$ cat src/rtl/zero_heap_pkg.sv
// Shared types for the zero VM heap engine: opcodes, FSM states and
// the registered response record.
package zero_heap_pkg;

    localparam int unsigned RSP_W = 32;

    typedef enum logic [2:0] {
        OP_ALLOC = 3'd0,
        OP_FREE  = 3'd1,
        OP_WRITE = 3'd2,
        OP_READ  = 3'd3,
        OP_SIZE  = 3'd4
    } op_t;

    typedef enum logic [1:0] {
        INIT,
        IDLE,
        RESP
    } state_t;

    // data is sized for the widest supported element; users take the low bits
    typedef struct packed {
        logic [RSP_W-1:0] data;
        logic             error;
    } rsp_t;

endpackage

$ cat src/rtl/heap_array_store_if.sv
// Command/response channel of the heap engine.
// The master issues commands and consumes responses.
interface heap_array_store_if #(
    parameter int unsigned WIDTH = 12
);
    logic             cmd_valid;
    logic             cmd_ready;
    logic [2:0]       cmd_op;
    logic [WIDTH-1:0] cmd_array;
    logic [WIDTH-1:0] cmd_index;
    logic [WIDTH-1:0] cmd_data;
    logic             rsp_valid;
    logic             rsp_ready;
    logic [WIDTH-1:0] rsp_data;
    logic             rsp_error;

    modport master (
        output cmd_valid, cmd_op, cmd_array, cmd_index, cmd_data, rsp_ready,
        input  cmd_ready, rsp_valid, rsp_data, rsp_error
    );

    modport slave (
        input  cmd_valid, cmd_op, cmd_array, cmd_index, cmd_data, rsp_ready,
        output cmd_ready, rsp_valid, rsp_data, rsp_error
    );
endinterface

$ cat src/rtl/zero_free_stack.sv
// LIFO of freed array ids; only live ids are pushed, so DEPTH
// entries always suffice.
module zero_free_stack #(
    parameter int unsigned DEPTH = 1,
    parameter int unsigned IW    = 1
) (
    input  logic          clock,
    input  logic          clear,
    input  logic          push,
    input  logic          pop,
    input  logic [IW-1:0] push_id,
    output logic [IW-1:0] top_id,
    output logic          empty
);
    localparam int unsigned CW = $clog2(DEPTH + 1);
    localparam int unsigned PW = (DEPTH > 1) ? $clog2(DEPTH) : 1;

    logic [CW-1:0] count;
    logic [CW-1:0] top_ptr;
    logic [IW-1:0] mem [DEPTH];

    assign empty   = (count == '0);
    assign top_ptr = count - 1'b1;
    assign top_id  = empty ? '0 : mem[top_ptr[PW-1:0]];

    always_ff @(posedge clock) begin
        if (clear) begin
            count <= '0;
        end else if (push) begin
            mem[count[PW-1:0]] <= push_id;
            count <= count + 1'b1;
        end else if (pop && !empty) begin
            count <= count - 1'b1;
        end
    end
endmodule

$ cat src/rtl/heap_array_store.sv
// Heap and array-allocation engine: one command at a time,
// response registered one cycle after accept.
module heap_array_store
    import zero_heap_pkg::*;
#(
    parameter int unsigned WIDTH    = 12,
    parameter int unsigned N_AREA   = 3,
    parameter int unsigned N_ARRAYS = 1
) (
    input  logic             clock,
    input  logic             reset,
    heap_array_store_if.slave bus,
    output logic [WIDTH-1:0] allocs
);
    localparam int unsigned DEPTH = N_ARRAYS * N_AREA;
    localparam int unsigned HAW   = (DEPTH > 1) ? $clog2(DEPTH) : 1;
    localparam int unsigned IW    = (N_ARRAYS > 1) ? $clog2(N_ARRAYS) : 1;

    state_t state_q, state_d;
    logic [IW-1:0] init_q;
    logic [N_ARRAYS-1:0] live_q;
    logic [WIDTH-1:0] size_q [N_ARRAYS];
    logic [WIDTH-1:0] heap [DEPTH];
    rsp_t rsp_q, rsp_d;

    logic fire, id_ok, is_live, st_empty;
    logic [IW-1:0] id, st_top, alloc_id, tbl_id;
    logic [WIDTH-1:0] cur_size, new_size, size_wd;
    logic [HAW-1:0] addr;
    logic live_set, live_clr, size_we, heap_we;
    logic push, pop, bump;

    assign bus.cmd_ready = (state_q == IDLE);
    assign bus.rsp_valid = (state_q == RESP);
    assign bus.rsp_data  = rsp_q.data[WIDTH-1:0];
    assign bus.rsp_error = rsp_q.error;

    generate
        if (WIDTH < RSP_W) begin : g_pad
            logic unused_pad;
            assign unused_pad = ^rsp_q.data[RSP_W-1:WIDTH];
        end
    endgenerate

    assign fire     = (state_q == IDLE) && bus.cmd_valid && !reset;
    assign id       = bus.cmd_array[IW-1:0];
    assign id_ok    = bus.cmd_array < WIDTH'(N_ARRAYS);
    assign is_live  = id_ok && live_q[id];
    assign cur_size = size_q[id];
    assign new_size = (bus.cmd_index >= cur_size) ?
                      bus.cmd_index + WIDTH'(1) : cur_size;
    // Only used after the range checks pass, so it never wraps
    assign addr     = HAW'(id) * HAW'(N_AREA) + HAW'(bus.cmd_index);
    assign alloc_id = st_empty ? allocs[IW-1:0] : st_top;

    zero_free_stack #(.DEPTH(N_ARRAYS), .IW(IW)) u_stack (
        .clock   (clock),
        .clear   (reset),
        .push    (fire && push),
        .pop     (fire && pop),
        .push_id (id),
        .top_id  (st_top),
        .empty   (st_empty)
    );

    always_comb begin
        state_d = state_q;
        case (state_q)
            INIT:    if (init_q == IW'(N_ARRAYS - 1)) state_d = IDLE;
            IDLE:    if (fire) state_d = RESP;
            RESP:    if (bus.rsp_ready) state_d = IDLE;
            default: state_d = INIT;
        endcase
    end

    always_comb begin
        rsp_d    = '{data: '0, error: 1'b1};
        tbl_id   = id;
        live_set = 1'b0;
        live_clr = 1'b0;
        size_we  = 1'b0;
        size_wd  = '0;
        heap_we  = 1'b0;
        push     = 1'b0;
        pop      = 1'b0;
        bump     = 1'b0;
        case (op_t'(bus.cmd_op))
            OP_ALLOC: begin
                if (!st_empty || allocs < WIDTH'(N_ARRAYS)) begin
                    pop      = !st_empty;
                    bump     = st_empty;
                    tbl_id   = alloc_id;
                    live_set = 1'b1;
                    size_we  = 1'b1;
                    rsp_d    = '{data: RSP_W'(alloc_id), error: 1'b0};
                end
            end
            OP_FREE: begin
                if (is_live) begin
                    live_clr = 1'b1;
                    push     = 1'b1;
                    rsp_d    = '{data: RSP_W'(bus.cmd_array), error: 1'b0};
                end
            end
            OP_WRITE: begin
                if (is_live && bus.cmd_index < WIDTH'(N_AREA)) begin
                    heap_we = 1'b1;
                    size_we = 1'b1;
                    size_wd = new_size;
                    rsp_d   = '{data: RSP_W'(new_size), error: 1'b0};
                end
            end
            OP_READ: begin
                if (is_live && bus.cmd_index < cur_size)
                    rsp_d = '{data: RSP_W'(heap[addr]), error: 1'b0};
            end
            OP_SIZE: begin
                if (is_live)
                    rsp_d = '{data: RSP_W'(cur_size), error: 1'b0};
            end
            default: rsp_d = '{data: '0, error: 1'b1};
        endcase
    end

    always_ff @(posedge clock) begin
        if (reset) begin
            state_q <= INIT;
            init_q  <= '0;
            rsp_q   <= '0;
            allocs  <= '0;
            live_q  <= '0;
            for (int i = 0; i < N_ARRAYS; i++) size_q[i] <= '0;
        end else begin
            state_q <= state_d;
            if (state_q == INIT) begin
                init_q         <= init_q + 1'b1;
                live_q[init_q] <= 1'b0;
                size_q[init_q] <= '0;
            end
            if (fire) begin
                rsp_q <= rsp_d;
                if (live_set) live_q[tbl_id] <= 1'b1;
                if (live_clr) live_q[tbl_id] <= 1'b0;
                if (size_we)  size_q[tbl_id] <= size_wd;
                if (bump)     allocs <= allocs + 1'b1;
            end
        end
    end

    always_ff @(posedge clock) begin
        if (fire && heap_we) heap[addr] <= bus.cmd_data;
    end
endmodule

$ cat src/flat_wrapper.sv
// flat-port wrapper written by rule: the top's interface ports become plain ports
module heap_array_store_flat import zero_heap_pkg::*;
#(
    parameter int unsigned WIDTH    = 12,
    parameter int unsigned N_AREA   = 3,
    parameter int unsigned N_ARRAYS = 1
)
  (clock, reset, allocs, bus_cmd_valid, bus_cmd_op, bus_cmd_array, bus_cmd_index, bus_cmd_data, bus_rsp_ready, bus_cmd_ready, bus_rsp_valid, bus_rsp_data, bus_rsp_error);
  heap_array_store_if #(.WIDTH(WIDTH)) bus_i ();
  input  logic clock;
  input  logic reset;
  output logic [WIDTH-1:0] allocs;
  input wire logic [$bits(bus_i.cmd_valid)-1:0] bus_cmd_valid;
  input wire logic [$bits(bus_i.cmd_op)-1:0] bus_cmd_op;
  input wire logic [$bits(bus_i.cmd_array)-1:0] bus_cmd_array;
  input wire logic [$bits(bus_i.cmd_index)-1:0] bus_cmd_index;
  input wire logic [$bits(bus_i.cmd_data)-1:0] bus_cmd_data;
  input wire logic [$bits(bus_i.rsp_ready)-1:0] bus_rsp_ready;
  output wire logic [$bits(bus_i.cmd_ready)-1:0] bus_cmd_ready;
  output wire logic [$bits(bus_i.rsp_valid)-1:0] bus_rsp_valid;
  output wire logic [$bits(bus_i.rsp_data)-1:0] bus_rsp_data;
  output wire logic [$bits(bus_i.rsp_error)-1:0] bus_rsp_error;
  assign bus_i.cmd_valid = bus_cmd_valid;
  assign bus_i.cmd_op = bus_cmd_op;
  assign bus_i.cmd_array = bus_cmd_array;
  assign bus_i.cmd_index = bus_cmd_index;
  assign bus_i.cmd_data = bus_cmd_data;
  assign bus_i.rsp_ready = bus_rsp_ready;
  assign bus_cmd_ready = bus_i.cmd_ready;
  assign bus_rsp_valid = bus_i.rsp_valid;
  assign bus_rsp_data = bus_i.rsp_data;
  assign bus_rsp_error = bus_i.rsp_error;
  heap_array_store #(.WIDTH(WIDTH), .N_AREA(N_AREA), .N_ARRAYS(N_ARRAYS)) u_core (.clock(clock), .reset(reset), .bus(bus_i), .allocs(allocs));
endmodule
$ cat config.mk
export PLATFORM = sky130hd
export DESIGN_NAME = heap_array_store_flat
export DESIGN_NICKNAME = d
export VERILOG_FILES = /design/src/rtl/zero_heap_pkg.sv /design/src/rtl/heap_array_store_if.sv /design/src/rtl/zero_free_stack.sv /design/src/rtl/heap_array_store.sv /design/src/flat_wrapper.sv
export SDC_FILE = /design/constraint.sdc
export NUM_CORES = 1
export LEC_CHECK = 0
export ABC_CLOCK_PERIOD_IN_PS = 3500
export CAP_MARGIN = 5
export CORE_ASPECT_RATIO = 1.1
export CORE_UTILIZATION = 53
export CTS_CLUSTER_SIZE = 40
export DETAILED_ROUTE_END_ITERATION = 10
export GPL_ROUTABILITY_DRIVEN = 0
export HOLD_SLACK_MARGIN = 0.03
export PLACE_DENSITY = 0.9
export SLEW_MARGIN = 5
export SYNTH_ARGS = -nofsm -noshare
export SYNTH_HDL_FRONTEND = slang
export SYNTH_SLANG_ARGS = --single-unit
$ cat constraint.sdc
create_clock -name clock -period 3.5 [get_ports clock]
set_clock_uncertainty 0.05 [all_clocks]
set_input_delay 0.7 -clock clock [delete_from_list [all_inputs] [get_ports clock]]
set_output_delay 0.7 -clock clock [all_outputs]
set_load 0.1 [all_outputs]
# == Yosys cells after proc, flatten, opt, wreduce, memory -nomap -nowiden ==
# Memories as Yosys holds them, arrays and structs flattened.
# Cells that the tools add are included.
# classes
n_addsub,6
mux,57
eq_ne,9
reduce_logical,20
magnitude_cmp,10
bitwise_logic,6
multipliers,1
# op_table
op,count
$pmux 13 s5,1
$mux 12,5
$mux 13,4
$mux 1,41
$add 12x1->12 const B,2
$lt 12x1->1 const B,2
$reduce_or 12->1,2
$ge 12x12->1,1
$lt 12x12->1,1
$lt 12x2->1 const B,1
$logic_and 1x1->1,11
$mux 2,4
$eq 3x2->1 const B,2
$pmux 2 s3,1
$ne 2x2->1 const B,2
$eq 3x1->1 const B,1
$eq 3x3->1 const B,1
$logic_not 3->1,1
$lt 1x1->1 const B,3
$not 1->1,3
$reduce_and 3->1,1
$add 1x1->1 const B,2
$add 2x2->2,1
$and 1x1->1,2
other kinds (13),14
# word_totals
input_bits,43
regBits,30
mem_bits_rw,49
n_memories,3
# mem_list
name,depth,word_bits,rd,rd_clocked_by_memory_dff,write_ports,line,text
u_core.heap,3,12,1,0,1,heap_array_store.sv:23,logic [WIDTH-1:0] heap [DEPTH];
u_core.size_q,1,12,1,0,1,heap_array_store.sv:22,logic [WIDTH-1:0] size_q [N_ARRAYS];
u_core.u_stack.mem,1,1,1,0,1,zero_free_stack.sv:20,logic [IW-1:0] mem [DEPTH];

# == Logic depth before layout (Yosys ltp) ==
# depth
word_depth,14
depth_mapped,9

# == Hierarchy ==
# A second synthesis with hierarchy kept.
# unflattened
cells_unflattened,419
area_unflattened_um2,4224.1
# modules_own_cells
mod,seq_area_each_um2,instances,area_per_inst_um2,cells_per_inst
heap_array_store,2021.9,1,4134.0,411
zero_free_stack,50.0,1,90.1,8

# == Worst setup path before layout ==
# No wires, ideal clock.
# synth_path
kind,input to register
start,in bus_cmd_index[0]
end,"mem u_core.heap[0][0], enable pin"
setup_time_ns,0.399
path_buffers,1
required_ns,3.051
path_slack_ns,0.293
path_stages,5
t_arrival_ns,2.758
path_cell_list,ha_1 xor2_1 xnor2_1 clkbuf_1 nor3b_1
# synth_via
elab_chain_len,7
word_cells_on_any_way,8
cone_classes,1 x add/sub; 1 x order compare; 4 x mux; 2 x reduce/logical
# synth_rtl
element,line,text
start: declaration,flat_wrapper.sv:16,input wire logic [$bits(bus_i.cmd_index)-1:0] bus_cmd_index;
$lt 12x2->1,heap_array_store.sv:106,if (is_live && bus.cmd_index < WIDTH'(N_AREA)) begin
$logic_and 1x1->1,heap_array_store.sv:106,
$mux 1,heap_array_store.sv:106,
$mux 1,heap_array_store.sv:87,case (op_t'(bus.cmd_op))
$logic_and 1x1->1,heap_array_store.sv:151,if (fire && heap_we) heap[addr] <= bus.cmd_data;
$mux 1,heap_array_store.sv:151,
$mux 1 (implied by the code),heap_array_store.sv:151,
end: declaration,heap_array_store.sv:23,
# Parallel ways exist; a longest one is shown, timed or not.

# == Worst setup path after layout ==
# layout_path
start,in bus_cmd_index[0]
end,"mem u_core.heap[0][11], enable pin"
# The elaborated chain is that of the path after synthesis.

==> flow_summary_export.csv <==
group,metric,value,unit
drt,post_drt_wl_per_cell,17.8,µm
yosys,synth_edf_count,49,
floorplanning,die-area,0.00796,mm²
floorplanning,start_util,54.6,%
yosys,netlist_area,0.00403,mm²
finish,diodes,0,
sta,max_freq,317,MHz
sta,hold_viol_final,0,
sta,fin_tns_setup,0,ns
yosys,synth-seq-cells,79,
global_route,grt-busiest-layer,"met2",
yosys,synth_top_area_cell,"edfxtp_1",
clocking,postCtsHoldBufs,0,
yosys,ys_types,47,
clocking,clock_latency,0.35,ns
floorplanning,core,0.00739,mm²
yosys,yosys-top-cells-count,"49 x edfxtp_1, 47 x nor2_1, 33 x a21oi_1, 30 x dfxtp_1, 25 x mux2i_1",
sta,slew_headroom,35.4,%
clocking,root_buffer,"clkbuf_8",
sta,setup_viol,0,
worst_setup_path,arrival,3.15,ns
yosys,synth_area_per_cell,10.4,µm²
floorplanning,die-height,93.5,µm
global_route,grt_max_degree,24,
yosys,netlist_top_cells_area,"edfxtp_1 36%, dfxtp_1 15%, mux2i_1 6.2%, ha_1 5.0%, nor2_1 4.4%",
yosys,synth_cells,388,
clocking,clkTransAtPathRegs,0.08,ns
finish,fin_nets,524,
yosys,synth_flop_cell,"edfxtp_1",
drt,route.detailed.drc,0,
place,dp_hpwl,7.12,mm
worst_setup_path,required,3.49,ns
worst_setup_path,rrSetupSlack,1.20,ns
drt,vias_per_cell,6.12,
yosys,yosysMostFrequentCell,"edfxtp_1",
worst_setup_path,worstSetupStartpointType,"input pin",
worst_setup_path,crit_type,"input pin to flop",
clocking,numCtsBuffers,9,
power_and_ir_drop,p_per_area,431,mW/mm²
global_route,grtUsageMet2,46.9,%
worst_setup_path,crit_path_end_kind,"flop",
power_and_ir_drop,ir_drop,415,µV
sta,final-max-slew-violation-count,0,
clocking,post-cts-setup-buffers,0,
clocking,tritoncts,"done",
worst_setup_path,cp_max_fo,12,
finish,layout-drive-gt1-share,10.6,%
clocking,cts_buffer_depth,2,
sta,tightest_slew,0.965,ns
hold_path,holdPathStages,1,
place,io_buffers,69,
clocking,cts.sinks,79,
floorplanning,die_x,85.2,µm
global_route,grt.total_usage,26.5,%
global_route,gr-total-overflow,0,
floorplanning,ios,70,
yosys,syn-num-nets,447,
drt,routed-via-count,3411,
global_route,antenna_found_initial,0,
drt,antenna_left,0,
global_route,grt_use_met1,30.0,%
run,drv_cap,0,
power_and_ir_drop,p_leak,0.00185,µW
global_route,met3_usage,4.85,%
status,outcome,"complete, no violations",
sta,rsz0062_at_grt,"no",
global_route,grt_pass1_wl,16.2,mm
drt,wirelength,9.92,mm
yosys,yosys_warnings,0,
place,placed_area,0.00483,mm²
clocking,cts.repair.resized,0,
sta,post-route-min-period,3.16,ns
finish,stdcell_area,0.00507,mm²
global_route,grt_pass1_vias,3480,
finish,area_growth,25.7,%
hold_path,worstHoldPathType,"flop to flop",
clocking,h-tree-depth,3,
worst_setup_path,worstRegToRegCells,8,
yosys,synth_top_area_share,36.5,%
floorplanning,rows,33,
finish,nFillCells,570,
sta,fin_crit_sh,90.2,%
yosys,async_reset_ff_share,0,%
drt,first_pass_iters,6,
drt,drt_iter0_drc,298,
yosys,synth_seq_area_share,51.4,%
==> registers in the layout, indices dropped and copies added (netlist names) <==
name and flops:
u_core.u_stack.count 1, u_core.init_q 1, u_core.live_q 1, u_core.allocs 12, u_core.size_q 12, u_core.state_q 2
u_core.heap 36, u_core.u_stack.mem 1, u_core.bus.rsp_data 12, u_core.bus.rsp_error 1
==> critical path, cell delays in order <==
cell and delay (ns):
clkdlybuf4s50_1 0.53, ha_1 0.31, nor4_1 0.49, nor3b_2 0.34, and3_1 0.22, nand2_2 0.09
nor3b_1 0.21, buf_4 0.26
==> path summary, 6_finish.rpt <==
path | startpoint | to
min reg2reg | u_core.allocs[7] | u_core.allocs[7]
max | bus_cmd_index[0] | u_core.heap[0][11]
max reg2reg | u_core.size_q[0][1] | u_core.bus.rsp_data[6]
min | u_core.allocs[7] | u_core.allocs[7]
==> power by group <==
| group | internal [µW] | switching, µW |
|---|---|---|
| registers | 1010 | 18.5 |
| logic | 142 | 206 |
| clock network | 476 | 335 |
==> cell families after synthesis <==
kind of cell,count (synthesis),synth area share (%)
xor gates and xnor gates,13,2.82
adders and majority gates,16,4.96
DFF,79,51.4
AOI/OAI and AO/OA,89,13.5
muxes,25,6.21
and+or+nand+nor,132,17.5
buffers and inverters,34,3.63
==> layout by cell type, fill, tap and decap left out, types with 3 or more instances in the layout <==
master / instances
a211oi_1: 5
a21oi_1: 33
a22o_1: 9
and4_1: 5
buf_4: 26
bufinv_16: 3
clkbuf_8: 9
clkdlybuf4s50_1: 56
dfxtp_1: 30
edfxtp_1: 49
ha_1: 16
inv_1: 18
mux2i_1: 25
nand2_1: 11
nand3_1: 6
nand4_1: 7
nor2_1: 47
nor2b_1: 13
nor3_1: 10
nor4_1: 4
nor4b_1: 3
o21ai_0: 19
o22ai_1: 10
or2_0: 7
or3_1: 3
xnor2_1: 7
xor2_1: 5
==> stage by stage <==
stage          power, µW  instances  setup WS (ns)  utilization, %  hold slack, ns
5_1_grt             2260        557          0.233            68.6           0.456
3_5_place_dp        1380        541          0.226            65.3           0.425
2_1_floorplan       1240        388          0.293               -           0.409
6_report            2180        557          0.344            68.6           0.435
4_1_cts             2180        557          0.446            68.6           0.440
3_3_place_gp        1370        541          0.334            65.3           0.421
==> metal layers <==
layer  vias to the layer above  wire [µm]
li1                       1588          -
met1                      1607       3790
met2                       172       5090
met3                        44        664
met4                         0        366
met5                         -          0
==> area by class of cell <==
type	instances	area (µm²)	share of cell area (%)
clock buffer	9	124	2.44
clock inverter	7	120	2.37
inverter	18	67.6	1.33
multi-input combinational	275	1820	35.9
sequential	79	2070	40.9
tap	87	109	2.15
timing repair buffer	82	756	14.9
Note: power is estimated with default switching activity, not from simulation.
